==> config.mk <==
export PLATFORM = sky130hd
export DESIGN_NAME = tc_irq_ctrl
export DESIGN_NICKNAME = d
export VERILOG_FILES = /design/src/rtl/tc_irq_ctrl.sv
export SDC_FILE = /design/constraint.sdc
export NUM_CORES = 1
export LEC_CHECK = 0
export ABC_AREA = 1
export BUFFER_PORTS_ARGS = -buffer_cell sky130_fd_sc_hd__buf_2
export CAP_MARGIN = 20
export CORE_MARGIN = 5
export CORE_UTILIZATION = 34
export DETAILED_ROUTE_END_ITERATION = 7
export GPL_TIMING_DRIVEN = 0
export PLACE_DENSITY = 0.65
export SLEW_MARGIN = 20
export SYNTH_ARGS = -nofsm -noshare
export SYNTH_HDL_FRONTEND = slang
export SYNTH_SLANG_ARGS = --single-unit
export TNS_END_PERCENT = 50
==> constraint.sdc <==
create_clock -name clk -period 1.6 [get_ports clk]
set_input_delay 0.24 -clock clk [delete_from_list [all_inputs] [get_ports clk]]
set_output_delay 0.24 -clock clk [all_outputs]
set_load 0.01 [all_outputs]
==> src/rtl/tc_irq_ctrl.sv <==
// Interrupt controller for two timer/counter blocks: latches flag pulses into
// a pending register, masks them and offers one fixed-priority vector to the CPU.
//
// state   | meaning
// IDLE    | no request outstanding, arbitrating pending & mask
// REQ     | vector offered to the CPU, waiting for ack (or withdrawal)
// SERVICE | handler running, waiting for irq_done
module tc_irq_ctrl #(
    parameter int          NUM_SRC   = 6,
    parameter logic [7:0]  MASK_ADDR = 8'h6F,
    parameter logic [7:0]  PEND_ADDR = 8'h36
) (
    input  logic               clk,
    input  logic               rst,
    input  logic [NUM_SRC-1:0] src_flag,
    input  logic               status_reg_interrupt_enable,
    input  logic               write,
    input  logic               read,
    input  logic [7:0]         addr,
    input  logic [7:0]         wdata,
    output logic [7:0]         rdata,
    input  logic               irq_ack,
    input  logic               irq_done,
    output logic               interrupt_request,
    output logic [2:0]         irq_vector,
    output logic               in_service
);

    typedef enum logic [1:0] {IDLE, REQ, SERVICE} state_t;

    state_t             state, state_nxt;
    logic [NUM_SRC-1:0] pending, pending_nxt;
    logic [NUM_SRC-1:0] mask, mask_nxt;
    logic [NUM_SRC-1:0] clr, active;
    logic [2:0]         vec_nxt, lowest;
    logic               ack_fire, offer_ok;
    logic               wr_mask, wr_pend;
    logic               unused_wdata;

    assign unused_wdata = &{1'b0, wdata};

    assign wr_mask  = write && (addr == MASK_ADDR);
    assign wr_pend  = write && (addr == PEND_ADDR);
    assign ack_fire = (state == REQ) && irq_ack;
    assign active   = pending & mask;

    always_comb begin
        clr = '0;
        if (wr_pend)
            clr = wdata[NUM_SRC-1:0];
        if (ack_fire)
            clr[irq_vector] = 1'b1;
    end

    // Set beats clear: a flag pulse in the same cycle survives W1C and ack.
    assign pending_nxt = (pending & ~clr) | src_flag;
    assign mask_nxt    = wr_mask ? wdata[NUM_SRC-1:0] : mask;

    // Withdrawal looks at what the offered bit will be after this edge.
    assign offer_ok = pending_nxt[irq_vector] && mask_nxt[irq_vector]
                      && status_reg_interrupt_enable;

    always_comb begin
        lowest = '0;
        for (int i = NUM_SRC - 1; i >= 0; i--) begin
            if (active[i])
                lowest = 3'(i);
        end
    end

    always_comb begin
        state_nxt = state;
        vec_nxt   = irq_vector;
        case (state)
            IDLE: begin
                if (status_reg_interrupt_enable && (active != '0)) begin
                    state_nxt = REQ;
                    vec_nxt   = lowest;
                end
            end
            REQ: begin
                if (irq_ack)
                    state_nxt = SERVICE;
                else if (!offer_ok)
                    state_nxt = IDLE;
            end
            SERVICE: begin
                if (irq_done)
                    state_nxt = IDLE;
            end
            default: state_nxt = IDLE;
        endcase
    end

    always_ff @(posedge clk or posedge rst) begin
        if (rst) begin
            state      <= IDLE;
            irq_vector <= '0;
            pending    <= '0;
            mask       <= '0;
        end else begin
            state      <= state_nxt;
            irq_vector <= vec_nxt;
            pending    <= pending_nxt;
            mask       <= mask_nxt;
        end
    end

    always_ff @(posedge clk or posedge rst) begin
        if (rst) begin
            rdata <= '0;
        end else if (read) begin
            if (addr == MASK_ADDR)
                rdata <= 8'(mask);
            else if (addr == PEND_ADDR)
                rdata <= 8'(pending);
        end
    end

    assign interrupt_request = (state == REQ);
    assign in_service        = (state == SERVICE);

endmodule

==> results of run 1 <==
power by group through the flow:
stage               clock [uW]  sequential, uW  combinational (uW)
CTS                        374             747                 504
finish                     366             754                 505
global placement             0             756                 494
global route               402             768                 585
detailed placement           0             759                 503
floorplan                    0             757                 316
cell type report:
type                    count  area, um2  share of cell area [%]
clock buffers               4      45.04                   2.555
multi-input cells         144      715.7                   40.60
repair buffers             37      185.2                   10.50
well taps                  50      62.56                   3.549
inverters                  33      123.9                   7.026
plain buffers               6      53.80                   3.052
flip-flops and latches     23      576.8                   32.72
routing by layer:
layer  share of wire, %  vias to the layer above  GRT usage, %
met5                  0                        -             0
met4               0.75                        0         5.631
met3                3.3                        2         2.111
met2                 49                       24         22.53
met1                 47                      633         18.23
li1                   -                      741             -
sequential cells by signal, indices dropped and copies added, names as in the netlist:
name	cells
rdata	6
irq_vector	3
mask	6
state	2
pending	6
final timing paths:
check	startpoint	to	slack, ns
min in group asynchronous	rst	rdata[5]	0.16
worst min register to register	rdata[3]	rdata[3]	0.55
worst max register to register	state[1]	state[0]	0.17
worst min-delay path	irq_done	state[1]	0.15
worst max-delay path	state[1]	state[0]	0.17
max in group asynchronous	rst	irq_vector[0]	0.82
stage by stage:
| step | setup WS (ns) | instance area (um2) | hold slack (ns) | total power (uW) |
|---|---|---|---|---|
| floorplan | 0.3062 | 1459 | 0.2419 | 1074 |
| global placement | 0.1024 | 1707 | 0.4312 | 1250 |
| detailed placement | 0.08692 | 1707 | 0.4389 | 1262 |
| CTS | 0.07698 | 1752 | 0.1519 | 1624 |
| global route | 0.01820 | 1763 | 0.1604 | 1755 |
| finish | 0.1665 | 1763 | 0.1540 | 1625 |
logic make-up (layout without fill, tap and decap cells):
kind of cell,after synthesis,count (layout)
AND/OR/NAND/NOR,124,124
flip-flops,23,23
buffers and inverters,39,80
AO/OA/AOI/OAI,18,18
other,1,2
repair_timing:
action,4_1_cts,5_1_grt
setup endpoints to repair,0,1
hold buffers,0,0
setup buffers,0,0
resized for setup,0,4
synth_stat cells (all sizes together):
library cell / count / area, um2
a21oi: 3 / 15.01
clkinv: 1 / 3.750
inv: 32 / 120.1
a31oi: 7 / 43.79
buf: 6 / 53.79
o21bai: 1 / 11.26
o31ai: 1 / 7.510
and2: 2 / 12.51
o21ai: 2 / 10.01
a21boi: 4 / 33.78
dfrtp: 23 / 575.6
conb: 1 / 3.750
nor4: 2 / 12.51
nand2: 63 / 239.0
nor2: 21 / 93.84
nand3: 23 / 137.6
nand4: 13 / 81.33
worst max-delay path, stage by stage (launching register included):
cell,delay (ns)
dfrtp_1,0.42
inv_1,0.11
nand3_2,0.13
nor2_1,0.14
nand2_1,0.06
nand3_1,0.11
nand3_1,0.09
nand2_1,0.07
nand2_1,0.04
nand2_1,0.07
o21bai_2,0.07
==> flow_metrics.env, run 1 <==
export IMPL_fin_nets=277
export IMPL_rsz0062_at_grt="false"
export IMPL_avgSynthCellArea_um2=7.098
export IMPL_grtUsageTotal_pct=13.79
export IMPL_drt_iter0_markers=47
export IMPL_worst_setup_path_end_kind="flop"
export IMPL_route_detailed_drc=0
export IMPL_dp_hpwl_mm=2.901
export IMPL_hold_violations=0
export IMPL_yosys_area_share_simple_pct=39.64
export IMPL_insertion_delay_ns=0.26
export IMPL_overflow=0
export IMPL_status="complete, no violations"
export IMPL_dieArea_um2=5688
export IMPL_core_area_um2=4086
export IMPL_irDropWorstVdd_v=0.0005014
export IMPL_final_antenna_net_count=0
export IMPL_p_leak_uw=0.0009825
export IMPL_final_util_pct=43.14
export IMPL_wire_per_inst_um=12.05
export IMPL_num_rows=23
export IMPL_layout_drive_gt1_share_pct=24.29
export IMPL_worstSetupPathType="reg -> reg"
export IMPL_cts_buffers=3
export IMPL_synth_xor_area_share_pct=0
export IMPL_worst_slew_pin_slew_ns=0.9094
export IMPL_start_kind="flop"
export IMPL_maxCapViolations=0
export IMPL_fp_dieH_um=75.42
export IMPL_relSlewSlack_pct=39.31
export IMPL_critPathRequiredTime_ns=1.76
export IMPL_cts_sinks=23
export IMPL_setup_viol=0
export IMPL_final_common_cell="nand2_1"
export IMPL_period_minus_slack_ns=1.434
export IMPL_cp_arrival_ns=1.59
export IMPL_synth_seq_cells=23
export IMPL_seq_area_frac_synth_pct=39.55
export IMPL_power_switching_uw=586.9
export IMPL_power_density_nw_per_um2=921.8
export IMPL_place_inst=293
export IMPL_first_pass_iters=4
export IMPL_final_cells=297
export IMPL_pwr_share_comb_pct=31.1
export IMPL_fillers=427
export IMPL_clock_path_buffers=2
export IMPL_seqPwrFrac_pct=46.4
export IMPL_syn2layout_area_growth_pct=21.15
export IMPL_pwr_share_clk_pct=22.5
export IMPL_htree_levels=1
export IMPL_boundaryPins=42
export IMPL_synth_mux_area_fraction_pct=0
export IMPL_numPortBuffers=37
export IMPL_period_share_pct=89.60
export IMPL_sw_frac_of_total_pct=36.12
export IMPL_slew_viol_final=0
export IMPL_routed_wl_mm=3.580
export IMPL_synth_distinct_cells=25
export IMPL_skew_ns=0.004253
export IMPL_path_clk_slew_ns=0.08
export IMPL_intPower_uw=1038
export IMPL_start_util_pct=35.61
export IMPL_grt_start_max_net_pins=24
export IMPL_whs_path_depth=2
export IMPL_antenna_found_initial=0
export IMPL_worstRegToRegCells=10
export IMPL_path_max_fanout=5
export IMPL_die_w_um=75.42
export IMPL_mostFrequentLayoutCells="nand2_1 (62), buf_2 (38), inv_1 (32)"
export IMPL_synth_fa_ha_area_share_pct=0
export IMPL_fmax_mhz=697.6
export IMPL_gp_congestion=0.8309
export IMPL_tns_ns=0
export IMPL_antenna_cells=0
export IMPL_synth_top_family_by_area="simple AND/OR/NAND/NOR gates"
export IMPL_synth_compound_area_share_pct=8.340
export IMPL_cts_root_buffer="clkbuf_8"
export IMPL_hp_class="in -> reg"
export IMPL_grt_pass1_wl_mm=6.106
export IMPL_grt_pass1_vias=1395
export IMPL_vias=1400
export IMPL_syn_cell_area_um2=1455
export IMPL_ys_warn_count=0
export IMPL_viasPerCell=4.714
export IMPL_cts_tree="done"
export IMPL_syn_inst=205
(Power assumes the default switching activity.)
==> run 2: changes to the inputs <==
--- a/config.mk
+++ b/config.mk
@@ -8,7 +8,6 @@
 export ABC_AREA = 1
 export BUFFER_PORTS_ARGS = -buffer_cell sky130_fd_sc_hd__buf_2
 export CAP_MARGIN = 20
-export CORE_MARGIN = 5
 export CORE_UTILIZATION = 34
 export DETAILED_ROUTE_END_ITERATION = 7
 export GPL_TIMING_DRIVEN = 0
==> flow_metrics.env, run 2 (synthesis gave the netlist of run 1 again) <==
export IMPL_status="complete, no violations"
export IMPL_p_leak_uw=0.0009841
export IMPL_period_share_pct=91.03
export IMPL_rsz0062_at_grt="false"
export IMPL_route_detailed_drc=0
export IMPL_syn2layout_area_growth_pct=21.07
export IMPL_cts_sinks=23
export IMPL_boundaryPins=42
export IMPL_maxCapViolations=0
export IMPL_cts_tree="done"
export IMPL_wire_per_inst_um=11.59
export IMPL_final_antenna_net_count=0
export IMPL_layout_drive_gt1_share_pct=23.89
export IMPL_path_max_fanout=9
export IMPL_critPathRequiredTime_ns=1.80
export IMPL_start_util_pct=35.86
export IMPL_ctsResizeCount=0
export IMPL_path_clk_slew_ns=0.08
export IMPL_skew_ns=0.003646
export IMPL_htree_levels=1
export IMPL_clock_path_buffers=2
export IMPL_dieArea_um2=4545
export IMPL_numPortBuffers=37
export IMPL_grt_pass1_wl_mm=5.733
export IMPL_dp_hpwl_mm=2.757
export IMPL_gp_congestion=0.8485
export IMPL_relSlewSlack_pct=41.17
export IMPL_start_kind="flop"
export IMPL_met1_length_mm=1.601
export IMPL_cts_buffers=3
export IMPL_routed_wl_mm=3.443
export IMPL_insertion_delay_ns=0.27
export IMPL_cts_root_buffer="clkbuf_8"
export IMPL_grtUsageTotal_pct=16.83
export IMPL_fmax_mhz=686.6
export IMPL_postCtsSetupBuffers=0
export IMPL_die_w_um=67.42
export IMPL_irDropWorstVdd_v=0.0003661
export IMPL_worst_setup_path_end_kind="flop"
export IMPL_num_rows=23
export IMPL_antenna_found_initial=0
export IMPL_power_density_nw_per_um2=918.7
export IMPL_slew_viol_final=0
export IMPL_route_met3_wl_um=122
export IMPL_cp_arrival_ns=1.66
export IMPL_final_common_cell="nand2_1"
export IMPL_overflow=0
export IMPL_mostFrequentLayoutCells="nand2_1 (62), buf_2 (38), inv_1 (32)"
export IMPL_worst_slew_pin_slew_ns=0.8815
export IMPL_hold_ws_ns=0.1439
export IMPL_highest_layer="met4"
export IMPL_first_pass_iters=4
export IMPL_tns_ns=0
export IMPL_hold_buffers=0
export IMPL_hold_violations=0
export IMPL_viasPerCell=4.751
export IMPL_core_area_um2=4058
export IMPL_largestRegisters="mask x6, pending x6, rdata x6"
export IMPL_worstSetupPathType="reg -> reg"
export IMPL_antenna_cells=0
export IMPL_vias=1411
export IMPL_setup_viol=0
export IMPL_rrSetupSlack_ns=0.14
export IMPL_dr_wl_met2_mm=1.660
export IMPL_drt_iter0_markers=86
export IMPL_fp_dieH_um=67.42
export IMPL_grt_start_max_net_pins=24
export IMPL_grt_pass1_vias=1303
export IMPL_hp_class="in -> async"
export IMPL_period_minus_slack_ns=1.456
export IMPL_fin_nets=277
-- run 2: area by class of cell --
type,count,area (um2)
sequential,23,575.6
buffer,6,53.80
clock buffer,4,45.04
fill,439,2296
multi-input combinational,144,715.7
timing repair buffer,37,185.2
inverter,33,123.9
tap,50,62.56
-- run 2: per-layer routing --
layer / global-route usage [%] / vias up
li1: - / 743
met5: 0 / -
met4: 7.181 / 0
met1: 22.53 / 627
met3: 1.520 / 6
met2: 27.50 / 35
-- run 2: critical path: stages, from the launching register on --
cell,delay (ns)
dfrtp_1,0.52
inv_1,0.22
a21boi_0,0.21
nand2_1,0.09
nand3_1,0.08
nand2_1,0.05
nand2_1,0.05
nand2_1,0.06
o21bai_2,0.12
-- run 2: through the flow --
| stage | utilization (%) | power [uW] | instances | area, um2 | worst slack, ns |
|---|---|---|---|---|---|
| floorplan | - | 1074 | 206 | 1459 | 0.3062 |
| global placement | 42.06 | 1244 | 293 | 1707 | 0.09992 |
| detailed placement | 42.06 | 1255 | 293 | 1707 | 0.07467 |
| CTS | 43.17 | 1625 | 297 | 1752 | 0.06922 |
| global route | 43.42 | 1732 | 297 | 1762 | 0.01105 |
| finish | 43.42 | 1619 | 297 | 1762 | 0.1436 |
-- run 2: final timing paths --
check | from | endpoint | depth (start not counted)
worst max-delay path | irq_vector[0] | state[0] | 8
worst min register to register | mask[4] | mask[4] | 2
max in group asynchronous | rst | mask[1] | 2
worst min-delay path | rst | rdata[4] | 2
min in group clk | irq_done | state[1] | 2
worst max register to register | irq_vector[0] | state[0] | 8
-- run 2: where the power goes --
group          leakage (uW)  total, uW  internal [uW]  switching (uW)
logic              0.000699        502            202             300
registers          0.000262        748            657            91.2
clock network     0.0000228        369            178             191
==> run 3: changes to the inputs <==
==> constraint.sdc (replaced) <==
create_clock -name clk -period 1.7 [get_ports clk]
set_input_delay 0.255 -clock clk [delete_from_list [all_inputs] [get_ports clk]]
set_output_delay 0.255 -clock clk [all_outputs]
set_load 0.01 [all_outputs]
==> flow_metrics.env, run 3 (synthesis gave the netlist of run 1 again) <==
export IMPL_status="complete, no violations"
export IMPL_final_common_cell="nand2_1"
export IMPL_reg2reg_to="state[0]"
export IMPL_layout_drive_gt1_share_pct=22.67
export IMPL_hold_buffers=0
export IMPL_dp_hpwl_mm=2.757
export IMPL_routed_wl_mm=3.440
export IMPL_core_area_um2=4058
export IMPL_wire_per_inst_um=11.58
export IMPL_period_minus_slack_ns=1.509
export IMPL_postCtsSetupBuffers=0
export IMPL_htree_levels=1
export IMPL_worst_slew_pin_slew_ns=0.8812
export IMPL_rsz0062_at_grt="false"
export IMPL_clock_path_buffers=2
export IMPL_gp_congestion=0.8485
export IMPL_grtUsageTotal_pct=16.83
export IMPL_irDropWorstVdd_v=0.0003508
export IMPL_hold_ws_ns=0.1585
export IMPL_insertion_delay_ns=0.27
export IMPL_hp_class="in -> async"
export IMPL_fp_dieH_um=67.42
export IMPL_setup_viol=0
export IMPL_antenna_found_initial=0
export IMPL_first_pass_iters=4
export IMPL_skew_ns=0.003866
export IMPL_path_max_fanout=5
export IMPL_grt_pass1_vias=1303
export IMPL_mostFrequentLayoutCells="nand2_1 (62), buf_2 (38), inv_1 (32)"
export IMPL_final_util_pct=43.17
export IMPL_die_w_um=67.42
export IMPL_worstSetupPathType="reg -> reg"
export IMPL_slowest_delay_ns=0.43
export IMPL_period_share_pct=88.76
export IMPL_vias=1413
export IMPL_slew_viol_final=0
export IMPL_p_leak_uw=0.0009835
export IMPL_endpoint="state[0]"
export IMPL_worst_setup_path_end_kind="flop"
export IMPL_hold_violations=0
export IMPL_ctsResizeCount=0
export IMPL_syn2layout_area_growth_pct=20.38
export IMPL_cp_startpoint="state[1]"
export IMPL_fin_nets=277
export IMPL_start_kind="flop"
export IMPL_num_rows=23
export IMPL_route_detailed_drc=0
export IMPL_cpMaxStageDelayCell="dfrtp_1"
export IMPL_tns_ns=0
export IMPL_cp_common_cell="nand2_1"
export IMPL_critPathRequiredTime_ns=1.86
export IMPL_path_clk_slew_ns=0.08
export IMPL_drt_iter0_markers=81
export IMPL_power_density_nw_per_um2=863.4
export IMPL_grt_start_max_net_pins=24
export IMPL_cp_arrival_ns=1.67
export IMPL_grt_pass1_wl_mm=5.733
export IMPL_cp_cell_sequence="inv_1 > nand3_1 > nor2_1 > a21boi_0 > nand2_1 > nand3_1 > nand2_1 > nand2_1 > nand2_1 > o21bai_2"
export IMPL_numPortBuffers=37
export IMPL_rr_startpoint="state[1]"
export IMPL_final_antenna_net_count=0
export IMPL_power_uw=1512
export IMPL_boundaryPins=42
export IMPL_largestRegisters="mask x6, pending x6, rdata x6"
export IMPL_cts_sinks=23
export IMPL_fmax_mhz=662.8
export IMPL_dieArea_um2=4545
export IMPL_cts_buffers=3
export IMPL_worstRegToRegCells=10
export IMPL_viasPerCell=4.758
export IMPL_antenna_cells=0
export IMPL_critical_path_buf_inv_count=1
export IMPL_cts_tree="done"
export IMPL_maxCapViolations=0
export IMPL_overflow=0
export IMPL_relSlewSlack_pct=41.19
export IMPL_rrSetupSlack_ns=0.19
export IMPL_cts_root_buffer="clkbuf_8"
export IMPL_cp_num_cells=10
export IMPL_start_util_pct=35.86
export IMPL_critical_path_top_delay_family="simple AND/OR/NAND/NOR gates"
run 3: cell counts in the layout (fill, tap and decap cells not counted):
Identical to the previous run, type by type.
run 3: worst min-delay path by stage:
stage               startpoint            end  slack (ns)
floorplan                  rst  irq_vector[0]        0.26
global placement      irq_done       state[1]        0.45
detailed placement    irq_done       state[1]        0.45
CTS                   irq_done       state[1]        0.16
global route          irq_done       state[1]        0.17
finish                     rst       rdata[4]        0.16
run 3: metal layers:
| layer | track usage [%] | up-vias | wire, um |
|---|---|---|---|
| met5 | 0 | - | 0 |
| met4 | 7.181 | 0 | 58 |
| met3 | 1.520 | 6 | 121 |
| met2 | 27.50 | 35 | 1659 |
| met1 | 22.53 | 629 | 1600 |
| li1 | - | 743 | - |
run 3: cell type report:
type | instances | area [um2]
clock buffers | 4 | 45.04
plain buffers | 6 | 53.80
fillers | 442 | 2306
inverters | 33 | 123.9
repair buffers | 37 | 185.2
flip-flops and latches | 23 | 575.6
multi-input cells | 144 | 705.7
well taps | 50 | 62.56
run 3: power breakdown:
part / switching (uW) / internal (uW) / total [uW] / leakage [uW]
registers: 83.9 / 618 / 702 / 0.000262
logic: 276 / 187 / 463 / 0.000699
clock network: 180 / 167 / 348 / 0.0000228
run 3: through the flow:
stage / area (um2) / instances / worst slack, ns
5_1_grt: 1752 / 297 / 0.04043
6_report: 1752 / 297 / 0.1912
4_1_cts: 1752 / 297 / 0.1692
3_5_place_dp: 1707 / 293 / 0.1747
3_3_place_gp: 1707 / 293 / 0.1979
2_1_floorplan: 1459 / 206 / 0.4062
run 3: worst reg2reg max path, cell delays in order, from the launching register on:
cell,delay [ns]
dfrtp_1,0.43
inv_1,0.11
nand3_1,0.16
nor2_1,0.18
a21boi_0,0.11
nand2_1,0.09
nand3_1,0.08
nand2_1,0.07
nand2_1,0.04
nand2_1,0.07
o21bai_2,0.07
